--- config.mk ---
export PLATFORM = sky130hd
export DESIGN_NAME = load_store_unit
export DESIGN_NICKNAME = d
export VERILOG_FILES = /design/src/rtl/load_store_unit.sv
export SDC_FILE = /design/constraint.sdc
export NUM_CORES = 1
export LEC_CHECK = 0
export BUFFER_PORTS_ARGS = -buffer_cell sky130_fd_sc_hd__buf_2
export CAP_MARGIN = 10
export CORE_ASPECT_RATIO = 0.6
export CORE_MARGIN = 2
export CORE_UTILIZATION = 25
export CTS_CLUSTER_DIAMETER = 200
export DETAILED_ROUTE_END_ITERATION = 12
export PLACE_DENSITY_LB_ADDON = 0.25
export SLEW_MARGIN = 15
export SYNTH_ARGS = -nofsm -noshare
export SYNTH_HDL_FRONTEND = slang
export SYNTH_SLANG_ARGS = --single-unit
--- constraint.sdc ---
create_clock -name clk_i -period 3.6 [get_ports clk_i]
set_input_delay 1.08 -clock clk_i [delete_from_list [all_inputs] [get_ports clk_i]]
set_output_delay 1.08 -clock clk_i [all_outputs]
set_load 0.005 [all_outputs]
--- src/rtl/load_store_unit.sv ---
// load_store_unit: aligned B/H/W/D access engine between execute stage and a wait-state memory bus
module load_store_unit #(
  parameter int XLEN = 32,
  parameter int ADDR_WIDTH = 32,
  parameter int TIMEOUT_CYCLES = 255
) (
  input  logic                  clk_i,
  input  logic                  reset_i,
  input  logic                  req_valid_i,
  output logic                  req_ready_o,
  input  logic                  req_write_i,
  input  logic [2:0]            req_funct3_i,
  input  logic [ADDR_WIDTH-1:0] req_addr_i,
  input  logic [XLEN-1:0]       req_wdata_i,
  output logic                  resp_valid_o,
  output logic [XLEN-1:0]       resp_rdata_o,
  output logic [1:0]            resp_error_o,
  output logic                  mem_valid_o,
  input  logic                  mem_ready_i,
  output logic                  mem_write_o,
  output logic [ADDR_WIDTH-1:0] mem_addr_o,
  output logic [XLEN/8-1:0]     mem_byte_en_o,
  output logic [XLEN-1:0]       mem_wdata_o,
  input  logic [XLEN-1:0]       mem_rdata_i
);
  localparam int NB = XLEN / 8;
  localparam int OB = $clog2(NB);
  localparam int TW = TIMEOUT_CYCLES > 1 ? $clog2(TIMEOUT_CYCLES) : 1;
  typedef enum logic [1:0] {IDLE, BUS, RESP} state_t;
  state_t state;
  logic [TW-1:0] cnt;
  logic [1:0] size, req_size;
  logic uns, illegal, misaligned, timed_out;
  logic [OB-1:0] off, req_off;
  logic [NB-1:0] req_be;
  logic [XLEN-1:0] req_wd, sh, ld_data;
  always_comb begin
    req_off = req_addr_i[OB-1:0];
    req_size = req_funct3_i[1:0];
    illegal = req_funct3_i == 3'b111 || (req_write_i && req_funct3_i[2]) ||
              (XLEN != 64 && (req_size == 2'd3 || req_funct3_i == 3'b110));
    misaligned = (req_size == 2'd1 && req_addr_i[0]) ||
                 (req_size == 2'd2 && req_addr_i[1:0] != 2'b00) ||
                 (req_size == 2'd3 && req_addr_i[2:0] != 3'b000);
    req_be = req_size == 2'd0 ? NB'(1) << req_off :
             req_size == 2'd1 ? NB'(3) << req_off :
             req_size == 2'd2 ? NB'(15) << req_off : '1;
    req_wd = req_size == 2'd0 ? {NB{req_wdata_i[7:0]}} :
             req_size == 2'd1 ? {(NB/2){req_wdata_i[15:0]}} :
             req_size == 2'd2 ? {(XLEN/32){req_wdata_i[31:0]}} : req_wdata_i;
    sh = mem_rdata_i >> {off, 3'b000};
    ld_data = size == 2'd0 ? (uns ? XLEN'(sh[7:0]) : XLEN'($signed(sh[7:0]))) :
              size == 2'd1 ? (uns ? XLEN'(sh[15:0]) : XLEN'($signed(sh[15:0]))) :
              size == 2'd2 ? (uns ? XLEN'(sh[31:0]) : XLEN'($signed(sh[31:0]))) : sh;
    timed_out = TIMEOUT_CYCLES != 0 && cnt == TW'(TIMEOUT_CYCLES - 1);
  end
  always_ff @(posedge clk_i or negedge reset_i) begin
    if (!reset_i) begin
      state <= IDLE;
      cnt <= '0;
      size <= '0;
      uns <= 1'b0;
      off <= '0;
      req_ready_o <= 1'b1;
      resp_valid_o <= 1'b0;
      resp_rdata_o <= '0;
      resp_error_o <= '0;
      mem_valid_o <= 1'b0;
      mem_write_o <= 1'b0;
      mem_addr_o <= '0;
      mem_byte_en_o <= '0;
      mem_wdata_o <= '0;
    end else begin
      case (state)
        IDLE: if (req_valid_i) begin
          req_ready_o <= 1'b0;
          size <= req_size;
          uns <= req_funct3_i[2];
          off <= req_off;
          cnt <= '0;
          if (illegal || misaligned) begin
            state <= RESP;
            resp_valid_o <= 1'b1;
            resp_error_o <= illegal ? 2'b11 : 2'b01;
          end else begin
            state <= BUS;
            mem_valid_o <= 1'b1;
            mem_write_o <= req_write_i;
            mem_addr_o <= {req_addr_i[ADDR_WIDTH-1:OB], {OB{1'b0}}};
            mem_byte_en_o <= req_be;
            mem_wdata_o <= req_write_i ? req_wd : '0;
          end
        end
        BUS: if (mem_ready_i || timed_out) begin
          // a ready arriving on the final timeout cycle still completes normally
          state <= RESP;
          resp_valid_o <= 1'b1;
          resp_error_o <= mem_ready_i ? 2'b00 : 2'b10;
          resp_rdata_o <= mem_ready_i && !mem_write_o ? ld_data : '0;
          mem_valid_o <= 1'b0;
          mem_write_o <= 1'b0;
          mem_addr_o <= '0;
          mem_byte_en_o <= '0;
          mem_wdata_o <= '0;
        end else begin
          cnt <= cnt + 1'b1;
        end
        default: begin
          state <= IDLE;
          req_ready_o <= 1'b1;
          resp_valid_o <= 1'b0;
          resp_rdata_o <= '0;
          resp_error_o <= '0;
        end
      endcase
    end
  end
endmodule

## Word-level counts from Yosys, hierarchy flattened

Cells that the tools add are included.

- Shifts and indexed selects: 4
- Equality and inequality tests: 13
- Bitwise logic cells: 2
- Reductions and logical operators: 26
- Add/subtract/negate cells: 1
- Mux-type cells: 50

Operator list:

| kind | number |
|---|---|
| $mux W32 | 14 |
| $pmux W32 S2 | 3 |
| $shr A32 B5 Y32 | 1 |
| $mux W4 | 6 |
| $mux W2 | 8 |
| $mux W8 | 2 |
| $pmux W8 S2 | 1 |
| $ne A2 B2 Y1 const B | 5 |
| $mux W1 | 9 |
| $add A8 B1 Y8 const B | 1 |
| $eq A8 B8 Y1 const B | 1 |
| $pmux W1 S2 | 4 |
| $pmux W2 S2 | 2 |
| $pmux W4 S2 | 1 |
| $reduce_and A2 Y1 | 4 |
| $logic_or A1 B1 Y1 | 7 |
| $eq A2 B1 Y1 const B | 3 |
| $eq A3 B3 Y1 const B | 2 |
| $logic_not A2 Y1 | 3 |
| $reduce_and A3 Y1 | 2 |
| $logic_and A1 B1 Y1 | 5 |
| $eq A2 B2 Y1 const B | 2 |
| $reduce_and A4 Y1 | 1 |
| $reduce_bool A2 Y1 | 2 |
| other kinds (6) | 7 |

- Logic and storage cells: 110
- Output and inout port bits: 106
- Register bits: 121
- Input port bits: 104

## Longest topological paths before layout

Gate-level depths: netlist of run 1.

- Depth in word-level cells: 8
- Mapped depth: 8
- Depth with buffers taken out: 6

## Worst setup path before layout of run 1

No wires, ideal clock.

- Path kind: input port to flip-flop
- Start point: input req_addr_i[1]
- End point: register mem_byte_en_o[1]
- Setup slack: 0.680 ns
- Library setup time: 0.122 ns
- Data required time: 3.478 ns
- Path buffers: 2
- Stages on the path: 8
- Data arrival time: 2.799 ns
- Cell sequence: inv_1 -> ha_1 -> or3b_1 -> a221oi_2 -> a21oi_1 -> buf_2 -> buf_2 -> a32o_1

- Word-level cells in the longest chain between the ends: 7
- Elaborated cells on any way between the ends: 18
- Classes of those cells: eq/ne (1); shift (3); mux (6); reduce/logical (8)

RTL lines:

| element | RTL line | source |
|---|---|---|
| from (decl) | 13 | `input logic [ADDR_WIDTH-1:0] req_addr_i,` |
| $shl A4 B2 Y4 / $reduce_bool A2 Y1 (equally long branches) | 47, 43 |  |
| $mux W4 / $logic_and A1 B1 Y1 (equally long branches) | 47, 43 |  |
| $mux W4 / $logic_or A1 B1 Y1 (equally long branches) | 46, 42 |  |
| $mux W4 / $logic_or A1 B1 Y1 (equally long branches) | 45, 43 |  |
| $mux W4 / $logic_or A1 B1 Y1 (equally long branches) | 81 | `if (illegal \|\| misaligned) begin` |
| $mux W4 / $ne A2 B2 Y1 (equally long branches) | - |  |
| $pmux W4 S2 / $reduce_and A4 Y1 (equally long branches) | - |  |
| to (signal assigned) | 90 | `mem_byte_en_o <= req_be;` |
| to (decl) | 22 | `output logic [XLEN/8-1:0] mem_byte_en_o,` |

Several ways; a longest one is shown, not always the timed one. The select of a mux whose other input is x is not followed.
A chain may end at the register's enable or synchronous reset.

## Worst setup path in the final report of run 1

- Start point: input req_addr_i[1]
- End point: register mem_wdata_o[20]

- Word-level cells in the longest chain between the ends: 7
- Elaborated cells on any way between the ends: 9
- Classes of those cells: eq/ne (1); reduce/logical (8)

RTL lines:

| element | RTL line | source |
|---|---|---|
| $reduce_bool A2 Y1 | 43 | `(req_size == 2'd2 && req_addr_i[1:0] != 2'b00) \|\|` |
| $logic_and A1 B1 Y1 | 43 |  |
| $logic_or A1 B1 Y1 | 42 | `misaligned = (req_size == 2'd1 && req_addr_i[0]) \|\|` |
| $logic_or A1 B1 Y1 * | 43 |  |
| $logic_or A1 B1 Y1 * | 81 |  |
| $ne A2 B2 Y1 (no line) * | - |  |
| $reduce_and A4 Y1 (no line) * | - |  |
| to (signal assigned) | 91 | `mem_wdata_o <= req_write_i ? req_wd : '0;` |
| to (decl) | 23 | `output logic [XLEN-1:0] mem_wdata_o,` |

Mark *: on every way between the ends. The rest lies on a longest branch, timed or not.

==> results summary, run 1 <==
The worst hold path belongs to the class reg -> reg. TritonCTS built the clock tree. Of the synthesized area, sequential elements account for 0.529. The total setup violations reported at the end of the flow came out at 0.

The number of instances resized during post-cts repair came out at 0. The number of synthesized register bits came out at 119. The number of max-slew violations in the final report is 0.

The number of hold buffers added after CTS was 0. The average cell area after synthesis came out at 11.7 um^2. The number of different library cells used by synthesis comes to 48.

Counting every instance in the synthesized netlist gives 483. The total half-perimeter wirelength after legalization and detailed placement is 12,900 um. The smallest clock period supported by the final layout is computed as 2.78 ns. The kind of critical path is in -> reg. The number of placed I/O pins is 210. For this design the ratio of total power to cell area is 623 mW/mm^2. The iteration-0 DRC count of the detailed router is 327. STA classifies the critical path endpoint as a flop.

The length of the first detailed-routing pass in iterations came out at 5. The finished cells cover 0.00755 mm^2. The clock latency reported for the late side of the worst-skew pair came out at 0.42 ns. The maximum net fanout on the critical path is 35. The die span in x came out at 198 um.

In the routed design, unresolved DRC markers number 0. The first global-routing pass estimated 28,000 um of wire. The highest layer touched by signal routing is met4. The global-route usage over all layers is 0.157. The clock-pin slew on the worst setup and hold paths came out at 0.06 ns.

At the pin with the least slew margin, the transition time is 0.925 ns. The instance area at placement is 0.00701 mm^2. The number of global-route vias before repair came out at 4,725.

The total area of multi-input combinational cells is 0.00246 mm^2. The total wirelength of the detailed-routed design is 18,300 um. The mapped cell area is 0.00563 mm^2.

The initial antenna violation count is 0. The synthesis warning total came out at 0. The number of enable flip-flop cells after synthesis came out at 0.

The placeable core region came out at 0.0221 mm^2. The detailed router placed 4,807 vias in this run. After detailed routing, the wire length on met1 is 9260 um. The post-CTS setup-driven buffer insertion count is 0. The initial cell density of the core is 0.255.

The placer congestion estimate came out at 0.807. The setup check on the worst reg-to-reg path leaves a slack of 1.08 ns. Measured against its own limit, the worst slew margin works out to 0.382.

The area growth from synthesis to layout is 34.1%. Data arrives at the worst endpoint at 3.08 ns. Clock tree synthesis selected as its root buffer the cell sky130_fd_sc_hd__clkbuf_16.

The final critical-path share of the clock period is 0.773. The die covers 0.0238 mm^2. The total met2 wirelength after detailed routing is 7470 um.

The number of H-tree levels came out at 4. The routed length on met3 came out at 1410 um. The number of nets still failing antenna checks after routing is 0.

The leakage power came out at 0.00390 uW. The hold violation total from the final report came out at 0. The floorplan has 42 rows.

Input and output buffers added on the ports amount to 207. The startpoint type of the worst setup path is a primary input. In the synthesized netlist the async set-or-reset flop fraction comes to 1.00. The tree built by TritonCTS fans out to 119 sinks.

Across the routed clock network, the largest skew measured is 0.00864 ns. The delay of the slowest critical-path stage is 0.42 ns. Walking the worst path, the cells encountered are buf_2 > inv_1 > ha_1 > or3b_1 > a221oi_4 > a21oi_4 > buf_12 > a32o_1. The final antenna diode count is 0.

The count of max-cap constraint violations came out at 0. Global routing finished with a remaining overflow of 0. The layout cell share with drive strength beyond 1 came out at 0.400. The maximum number of buffers from clock root to sink came out at 2. The height of the die is 120 um. STA puts the critical path data required time at 3.90 ns. The net count of the finished layout is 789. The detailed-route vias per instance is 4.92.

The flow ran to the end, and the final reports show no timing, DRC or antenna violations. The combined flip-flop and latch cell area came out at 0.00298 mm^2. Fill cells in the final layout number 2,269. The library cell contributing the largest single delay on the critical path is sky130_fd_sc_hd__or3b_1. The timing-limited maximum frequency came out at 0.359 GHz. Dividing the detail-routed wire length by the instance count gives 18.7 um. The worst-case IR drop observed on VDD is 0.339 mV. The final total negative setup slack came out at 0 ns. The number of buffers created by CTS came out at 17.

Setup repair after global routing left no endpoint under its margin. The pin count of the biggest net entering global routing is 71. The most used flip-flop cell after synthesis is sky130_fd_sc_hd__dfrtp_1.
==> registers in the layout, indices dropped and copies added, names as in the netlist, 2 cells and up <==
signal         cells
mem_wdata_o       32
resp_rdata_o      32
mem_addr_o        30
cnt                8
mem_byte_en_o      4
off                2
resp_error_o       2
size               2
state              2
==> where the power goes <==
part / switching [uW] / internal, uW
clock: 629 / 978
combinational: 632 / 609
sequential: 206 / 1650
total: 1470 / 3240
==> routing by layer <==
layer | up-vias | track usage
met2 | 166 | 0.203
li1 | 2242 | -
met3 | 7 | 0.0616
met4 | 0 | 0.0357
met1 | 2392 | 0.239
met5 | - | 0
==> cells in the final DEF (no fill, tap or decap), types with 6 or more instances in the layout <==
cell type	synthesis	layout
sky130_fd_sc_hd__a211o_1	18	18
sky130_fd_sc_hd__a21oi_1	15	13
sky130_fd_sc_hd__a221o_1	8	8
sky130_fd_sc_hd__a22o_1	43	43
sky130_fd_sc_hd__a32o_1	40	40
sky130_fd_sc_hd__buf_2	10	206
sky130_fd_sc_hd__buf_4	2	11
sky130_fd_sc_hd__clkbuf_16	0	17
sky130_fd_sc_hd__dfrtp_1	118	118
sky130_fd_sc_hd__ha_1	6	6
sky130_fd_sc_hd__inv_1	8	8
sky130_fd_sc_hd__mux2_2	18	18
sky130_fd_sc_hd__mux2i_1	27	27
sky130_fd_sc_hd__nand2_1	34	34
sky130_fd_sc_hd__nor2_1	20	20
sky130_fd_sc_hd__nor2b_1	13	13
sky130_fd_sc_hd__o21ai_0	26	26
==> final timing paths <==
path,end,startpoint,cells after the start
max in group asynchronous,mem_wdata_o[5],reset_i,2
setup / recovery,mem_wdata_o[20],req_addr_i[1],8
setup reg to reg,mem_wdata_o[20],cnt[0],7
hold / removal,cnt[6],cnt[6],1
hold reg to reg,cnt[6],cnt[6],1
min in group asynchronous,resp_rdata_o[11],reset_i,1
==> cell usage after synthesis (2+ instances only) <==
cell type,number,area [um^2]
sky130_fd_sc_hd__a211o_1,18,158
sky130_fd_sc_hd__a211oi_1,2,15.0
sky130_fd_sc_hd__a21o_1,5,37.5
sky130_fd_sc_hd__a21oi_1,15,75.1
sky130_fd_sc_hd__a221o_1,8,80.1
sky130_fd_sc_hd__a22o_1,43,377
sky130_fd_sc_hd__a32o_1,40,400
sky130_fd_sc_hd__and3_1,2,12.5
sky130_fd_sc_hd__buf_1,7,26.3
sky130_fd_sc_hd__buf_2,10,50.1
sky130_fd_sc_hd__buf_4,2,15.0
sky130_fd_sc_hd__clkbuf_1,25,93.8
sky130_fd_sc_hd__dfrtp_1,118,2950
sky130_fd_sc_hd__ha_1,6,75.1
sky130_fd_sc_hd__inv_1,8,30.0
sky130_fd_sc_hd__mux2_2,18,203
sky130_fd_sc_hd__mux2i_1,27,270
sky130_fd_sc_hd__mux4_2,2,45.0
sky130_fd_sc_hd__nand2_1,34,128
sky130_fd_sc_hd__nand2b_1,2,12.5
sky130_fd_sc_hd__nand3_1,3,15.0
sky130_fd_sc_hd__nand3b_1,3,22.5
sky130_fd_sc_hd__nor2_1,20,75.1
sky130_fd_sc_hd__nor2b_1,13,81.3
sky130_fd_sc_hd__o21ai_0,26,130
sky130_fd_sc_hd__o31ai_1,2,15.0
sky130_fd_sc_hd__or2_2,2,12.5
sky130_fd_sc_hd__or4_1,2,15.0
==> metrics by stage <==
stage	setup WS (ns)	instances	utilization	hold WS (ns)	power, uW
after floorplan	0.680	484	-	0.444	2510
final	0.818	978	0.342	0.477	4710
after global routing	0.688	978	0.342	0.499	5000
after detailed placement	0.377	946	0.317	0.471	3130
after global placement	0.433	946	0.317	0.468	3140
after CTS	0.836	978	0.342	0.479	4770
==> cells by family after synthesis <==
kind of cell	synth area share
AND/OR/NAND/NOR	0.0787
other	0.000666
buffers and inverters	0.0382
adder cells (fa/ha/maj)	0.0133
multiplexers	0.0920
AO/OA/AOI/OAI	0.248
flip-flops	0.529
==> critical path: cells and delay by family <==
family / cells / cell delay [ns]
fa+ha+maj: 1 / 0.18
simple gates: 1 / 0.42
compound gates: 3 / 0.85
buf+inv: 3 / 0.52
==> cell type report <==
class | instances | share of cell area
sequential | 119 | 0.395
multi-input combinational | 313 | 0.326
timing repair buffer | 220 | 0.155
clock buffer | 23 | 0.0620
tap | 286 | 0.0474
clock inverter | 9 | 0.0103
inverter | 8 | 0.00398
(Power assumes the default switching activity.)
==> run 2: changes to the inputs <==
clock period = 2.45 ns   (was 3.6 ns; I/O delays follow)
==> results summary, run 2 (synthesis results as in run 1) <==
The flow ran to the end, and the final reports show no timing, DRC or antenna violations. The maximum number of buffers from clock root to sink is 2. The global-route usage over all layers came out at 0.158. The wire-length estimate of the detail-placed layout is 13,400 um. The timing-limited maximum frequency is 0.468 GHz. The cell family contributing the most delay on the critical path is buffers and inverters. The maximum net fanout on the critical path is 11.

Input and output buffers added on the ports amount to 207. The leakage power came out at 0.00406 uW. The number of placed I/O pins came out at 210. Among the stages of the critical path, the cell type that occurs most often is sky130_fd_sc_hd__buf_4. The filler-free cell count of the finished design is 1,006.

The post-route clock skew came out at 0.0167 ns. TritonCTS created 17 clock buffers. The final-stage net count came out at 817. The count of cell instances traversed by the critical path came out at 8. The final total negative setup slack is 0 ns.

STA classifies the critical path endpoint as a flop. The critical path contains buffers and inverters numbering 4 combined. CTS built an H-tree with a depth of 4.

Measured on the finished design, the core utilization comes to 0.356. For the worst-skew pair, the clock arrives at the later sink with an insertion delay of 0.43 ns. STA classifies the critical path startpoint as a primary input.

In this run, the number of DRC markers left after iteration 0 of detailed routing was 333. The total setup violations reported at the end of the flow came out at 0. Dividing total power by cell area gives a power density of 892 mW/mm^2. The total wirelength of the detailed-routed design is 18,200 um.

The CTS tree is yes. The minimum period implied by the final worst setup slack is 2.14 ns. Setup repair after global routing left no endpoint under its margin. The average detailed-routed wire length per instance is 18.1 um. Leaving out fill and tap cells, the most frequent cell in the layout is sky130_fd_sc_hd__buf_2. The delay of the slowest critical-path stage came out at 0.39 ns. The core region is 0.0221 mm^2. The count of max-cap constraint violations came out at 0.

The cell total after placement is 974. The initial antenna violation count came out at 1. The kind of critical path is in -> reg. Row generation in the floorplan step produced 42 rows. The number of max-slew violations in the final report came out at 0. The height of the die is 120 um. The hold violation total from the final report is 0.

In the layout the commonest cells are sky130_fd_sc_hd__buf_2, sky130_fd_sc_hd__dfrtp_1, sky130_fd_sc_hd__a22o_1, sky130_fd_sc_hd__a32o_1, sky130_fd_sc_hd__nand2_1. The initial cell density of the core is 0.255. The slowest stage of the critical path belongs to the cell sky130_fd_sc_hd__or3b_4.

The number of global-route vias before repair was 4,885. The worst voltage drop across the vdd grid came out at 0.443 mV. The number of remaining DRC errors came out at 0. At the end of routability-driven placement, the weighted congestion stood at 0.826. The layout cell share with drive strength beyond 1 is 0.431. STA puts the critical path data arrival time at 2.50 ns. The relative max-transition margin is 0.580. Post-CTS timing repair inserted 0 buffers for setup. The clock root buffer is sky130_fd_sc_hd__clkbuf_16. The pin count of the biggest net entering global routing came out at 67. Clock-pin slew was measured on the worst setup and hold paths at 0.06 ns.

The min-delay analysis places its worst path in the category in -> async. The signal on the critical path passes through buf_2 > inv_1 > ha_2 > or3b_4 > a221oi_4 > buf_4 > buf_4 > a22o_1. The die span in x came out at 198 um. The first global-routing pass estimated 28,700 um of wire. The post-cts hold buffer count is 0. The detailed-route vias per instance is 4.80. Counting the fill cells in the layout gives 2,220. The length in cells of the worst reg-to-reg path is 8. The number of instances resized during post-cts repair is 0. The die area came out at 0.0238 mm^2. The count of clock tree sinks is 119.

At the worst endpoint, the required time is 2.81 ns. The final critical-path share of the clock period is 0.873. The first detailed-routing pass took 5 iterations. The number of antenna diodes in the final layout is 0. The measured slew at the worst slew-check pin is 0.630 ns. The area growth from synthesis to layout came out at 39.6%. The largest registers in the layout are mem_wdata_o x32, resp_rdata_o x32, mem_addr_o x30.

Summed over all layers, the global routing overflow is 0. The number of nets still failing antenna checks after routing is 0. The count of vias placed by the detailed router is 4,824.
## run 2: path summary, 6_finish.rpt
path,slack [ns],end,start
worst max-delay path,0.31,mem_addr_o[24],req_addr_i[0]
worst min-delay path,0.16,resp_rdata_o[9],reset_i
worst max register to register,0.32,resp_rdata_o[12],cnt[0]
worst min register to register,0.48,resp_rdata_o[16],resp_rdata_o[16]
max in group asynchronous,1.66,req_ready_o,reset_i
min in group clk_i,0.48,resp_rdata_o[16],resp_rdata_o[16]
## run 2: cell type report
type	instances	area (um^2)	share of cell area
inverter	8	30.0	0.00382
tap	286	358	0.0455
multi-input combinational	313	2470	0.314
sequential	119	2980	0.379
timing repair buffer	248	1460	0.186
clock inverter	11	101	0.0129
clock buffer	21	460	0.0586
## run 2: power breakdown
group	switching (uW)	internal, uW
Combinational	939	976
Sequential	292	2430
Clock	931	1440
Total	2160	4850
## run 2: through the flow
stage	hold WS, ns	setup slack [ns]	power, uW	area (um^2)
4_1_cts	0.139	0.323	7100	7860
3_3_place_gp	0.465	-0.0823	4690	7300
6_report	0.158	0.312	7010	7860
5_1_grt	0.148	0.204	7430	7860
2_1_floorplan	0.439	0.00788	3690	5660
3_5_place_dp	0.470	-0.118	4680	7300
## run 2: per-layer routing
metal	GRT usage	share of wire	up-vias
met2	0.209	0.42	129
met1	0.238	0.50	2378
met4	0.0437	0.0067	2
met3	0.0561	0.068	10
li1	-	-	2305
met5	0	0.00071	-
## run 2: worst reg2reg max path: stages, from the launching register on
cell	delay, ns
sky130_fd_sc_hd__dfrtp_1	0.44
sky130_fd_sc_hd__inv_1	0.07
sky130_fd_sc_hd__ha_1	0.20
sky130_fd_sc_hd__and3_1	0.19
sky130_fd_sc_hd__a21o_1	0.31
sky130_fd_sc_hd__a21oi_2	0.18
sky130_fd_sc_hd__buf_4	0.29
sky130_fd_sc_hd__buf_4	0.24
sky130_fd_sc_hd__a22o_1	0.16
==> run 3: changes to the inputs <==
ABC_AREA = 1   (was unset)
==> results summary, run 3 <==
VDD sags by at most 0.512 mV. The number of core rows came out at 44. The number of remaining DRC errors is 0. The number of instances resized during post-cts repair came out at 0. Internal power comes to 5330 uW. The leftover overflow at the end of global routing is 0. The clock-pin slew on the worst setup and hold paths came out at 0.06 ns. The portion of the post-synthesis area used by sequential elements is 0.484. The placer congestion estimate came out at 0.838.

The netlist uses 28 different library cells. Setup violations remaining at the end of the flow were counted as 0. The clock root buffer is sky130_fd_sc_hd__clkbuf_16.

The share of total power dissipated in the clock network is 0.281. STA classifies the critical path endpoint as a flop. The proportion of power drawn by combinational gates is 0.391. Counting along the longest clock path gives a buffer depth of 2. After detailed routing, the total wire length is 21,200 um.

The count of max-cap constraint violations is 0. The total power density per cell area came out at 1090 mW/mm^2. In this run the worst hold path is classified as in -> async. The later pin in the worst-skew pair is clocked with a latency of 0.43 ns. The average detailed-routed wire length per instance came out at 15.2 um. The fill cell total of the finished layout came out at 2,647.

The number of nets still failing antenna checks after routing is 0. The floorplan step defined a die boundary enclosing 0.0259 mm^2. The final-stage net count is 1,165. The area growth from synthesis to layout is 33.5%.

STA classifies the critical path startpoint as a flop. The worst hold margin is 0.308 ns. The top cell types in the final layout, fill and taps aside, are sky130_fd_sc_hd__nand2_1, sky130_fd_sc_hd__buf_2, sky130_fd_sc_hd__dfrtp_1, sky130_fd_sc_hd__nand3_1, sky130_fd_sc_hd__o21ai_0. The height of the die came out at 126 um.

The number of synthesized register bits came out at 119. The count of clock tree sinks came out at 119. The switching power came out at 3600 uW. For this configuration, the core starts out at a cell density of 0.255.

The most frequently used cell type in the post-synthesis netlist is sky130_fd_sc_hd__nand2_1. Summing over every cut layer, the via total after detailed routing is 6,202. After floorplanning, the core was sized to cover 0.0242 mm^2. The final core utilization came out at 0.340. The global-route usage over all layers is 0.169. Entering global routing, the biggest net connects 67 pins.

The detailed-route vias per instance is 4.45. Summed over all instances, the cell type with the most area after synthesis is sky130_fd_sc_hd__dfrtp_1. The synthesis warning total came out at 0. The initial antenna violation count came out at 5.

The number of H-tree levels is 4. The required time of the critical path is 2.81 ns. The mapped cell area is 0.00615 mm^2. The power share of the sequential group came out at 0.328. The largest registers in the layout are mem_wdata_o x32, resp_rdata_o x32, mem_addr_o x30. The first global-routing pass estimated 33,500 um of wire. In this run, synthesis inferred 0 flip-flops with an integrated enable. The number of global-route vias before repair came out at 6,017. After clock tree synthesis, the setup repair step added 0 buffers. The first detailed-routing pass took 7 iterations.

Along the worst path, the maximum fanout reaches 18. Subtracting the final worst setup slack from the clock period gives 1.92 ns. The final non-filler cell area is 0.00821 mm^2. The average cell area after synthesis came out at 7.22 um^2. The async set-reset flop share out of synthesis is 1.00. Of the total power, the share spent switching nets is 0.403. The flow ran to the end, and the final reports show no timing, DRC or antenna violations.

The total area of multi-input combinational cells came out at 0.00277 mm^2. The leakage power is 0.00466 uW. The sequential cells in the finished layout cover a total of 0.00298 mm^2. In the synthesized netlist the dominant register cell turns out to be sky130_fd_sc_hd__dfrtp_1. Timing would allow up to 0.520 GHz.

Of the post-synthesis cell area, the dominant cell type holds 0.480. TritonCTS built the clock tree. For the final routed database, the setup TNS stands at 0 ns. In the post-synthesis netlist, the biggest area contributors are sky130_fd_sc_hd__dfrtp_1, sky130_fd_sc_hd__nand2_1, sky130_fd_sc_hd__nand3_1.

The kind of critical path is reg -> reg. The layout cell share with drive strength beyond 1 is 0.261. The iteration-0 DRC count of the detailed router is 541. The number of placed I/O pins is 210. The count of port buffers added during placement came out at 207. The instance area at placement is 0.00762 mm^2.

For this design, the CTS-stage hold fixing added 0 buffers. For the final database, setup skew stands at 0.0100 ns. The total half-perimeter wirelength after legalization and detailed placement came out at 15,700 um.

Leaving out fill and tap cells, the most frequent cell in the layout is sky130_fd_sc_hd__nand2_1. The final critical-path share of the clock period is 0.784. Setup repair after global routing left no endpoint under its margin. The number of buffers created by CTS came out at 17.

The commonest cells after synthesis are sky130_fd_sc_hd__nand2_1, sky130_fd_sc_hd__dfrtp_1, sky130_fd_sc_hd__nand3_1. Data on the critical path arrives at its endpoint at 2.28 ns. The hold violation total from the final report is 0. The number of max-slew violations in the final report came out at 0. The number of instances in the synthesized netlist is 852.

The die span in x came out at 207 um.
==> run 3: critical path, stage by stage, from the launching register on <==
cell                      delay [ns]
sky130_fd_sc_hd__dfrtp_1        0.44
sky130_fd_sc_hd__inv_1          0.12
sky130_fd_sc_hd__ha_1           0.15
sky130_fd_sc_hd__inv_1          0.04
sky130_fd_sc_hd__nor2_1         0.09
sky130_fd_sc_hd__nand2_1        0.07
sky130_fd_sc_hd__nand2_2        0.12
sky130_fd_sc_hd__nand2_2        0.11
sky130_fd_sc_hd__nor2_4         0.13
sky130_fd_sc_hd__buf_4          0.24
sky130_fd_sc_hd__nand3_1        0.21
sky130_fd_sc_hd__nand2_1        0.12
==> run 3: kinds of logic after synthesis <==
family	count (synthesis)	share of synthesized area
compound gates	95	0.0783
xor+xnor	1	0.00142
fa+ha+maj	6	0.0122
buf+inv	94	0.0665
flops	119	0.484
other cells	1	0.000610
simple gates	536	0.357
==> run 3: power by group through the flow <==
stage                     Clock [uW]  Combinational [uW]  Sequential (uW)
after floorplan                    0                2060             2950
after global placement             0                3530             2970
after detailed placement           0                3550             2960
after CTS                       2600                3560             2940
after global routing            2680                4010             3020
final                           2510                3490             2930
==> run 3: layout make-up <==
class | count | share of cell area
Sequential cell | 119 | 0.363
Multi-Input combinational cell | 640 | 0.338
Timing Repair Buffer | 233 | 0.158
Clock buffer | 20 | 0.0556
Tap cell | 322 | 0.0491
Inverter | 44 | 0.0203
Clock inverter | 12 | 0.0154
Antenna cell | 4 | 0.00122
==> run 3: final timing paths <==
check,start,to,slack (ns),cells past startpoint
max reg2reg,cnt[0],mem_wdata_o[1],0.53,11
min,reset_i,mem_wdata_o[10],0.31,2
min reg2reg,mem_wdata_o[30],mem_wdata_o[30],0.46,2
min in group clk_i,mem_wdata_o[30],mem_wdata_o[30],0.46,2
max in group asynchronous,reset_i,mem_addr_o[20],1.77,2
max,cnt[0],mem_wdata_o[1],0.53,11
==> run 3: metrics by stage <==
stage          total power (uW)  setup WS [ns]  cells
6_report                   8930          0.529   1394
5_1_grt                    9710          0.271   1391
3_5_place_dp               6510          0.165   1358
4_1_cts                    9090          0.500   1390
2_1_floorplan              5010          0.520    853
3_3_place_gp               6500          0.203   1358
==> run 3: routing by layer <==
metal  vias up  global-route usage  wire length [um]
met5         -                   0                13
met4         2              0.0529               293
met3        22              0.0527              1830
met2       204               0.218              8120
met1      2850               0.261             10900
li1       3124                   -                 -
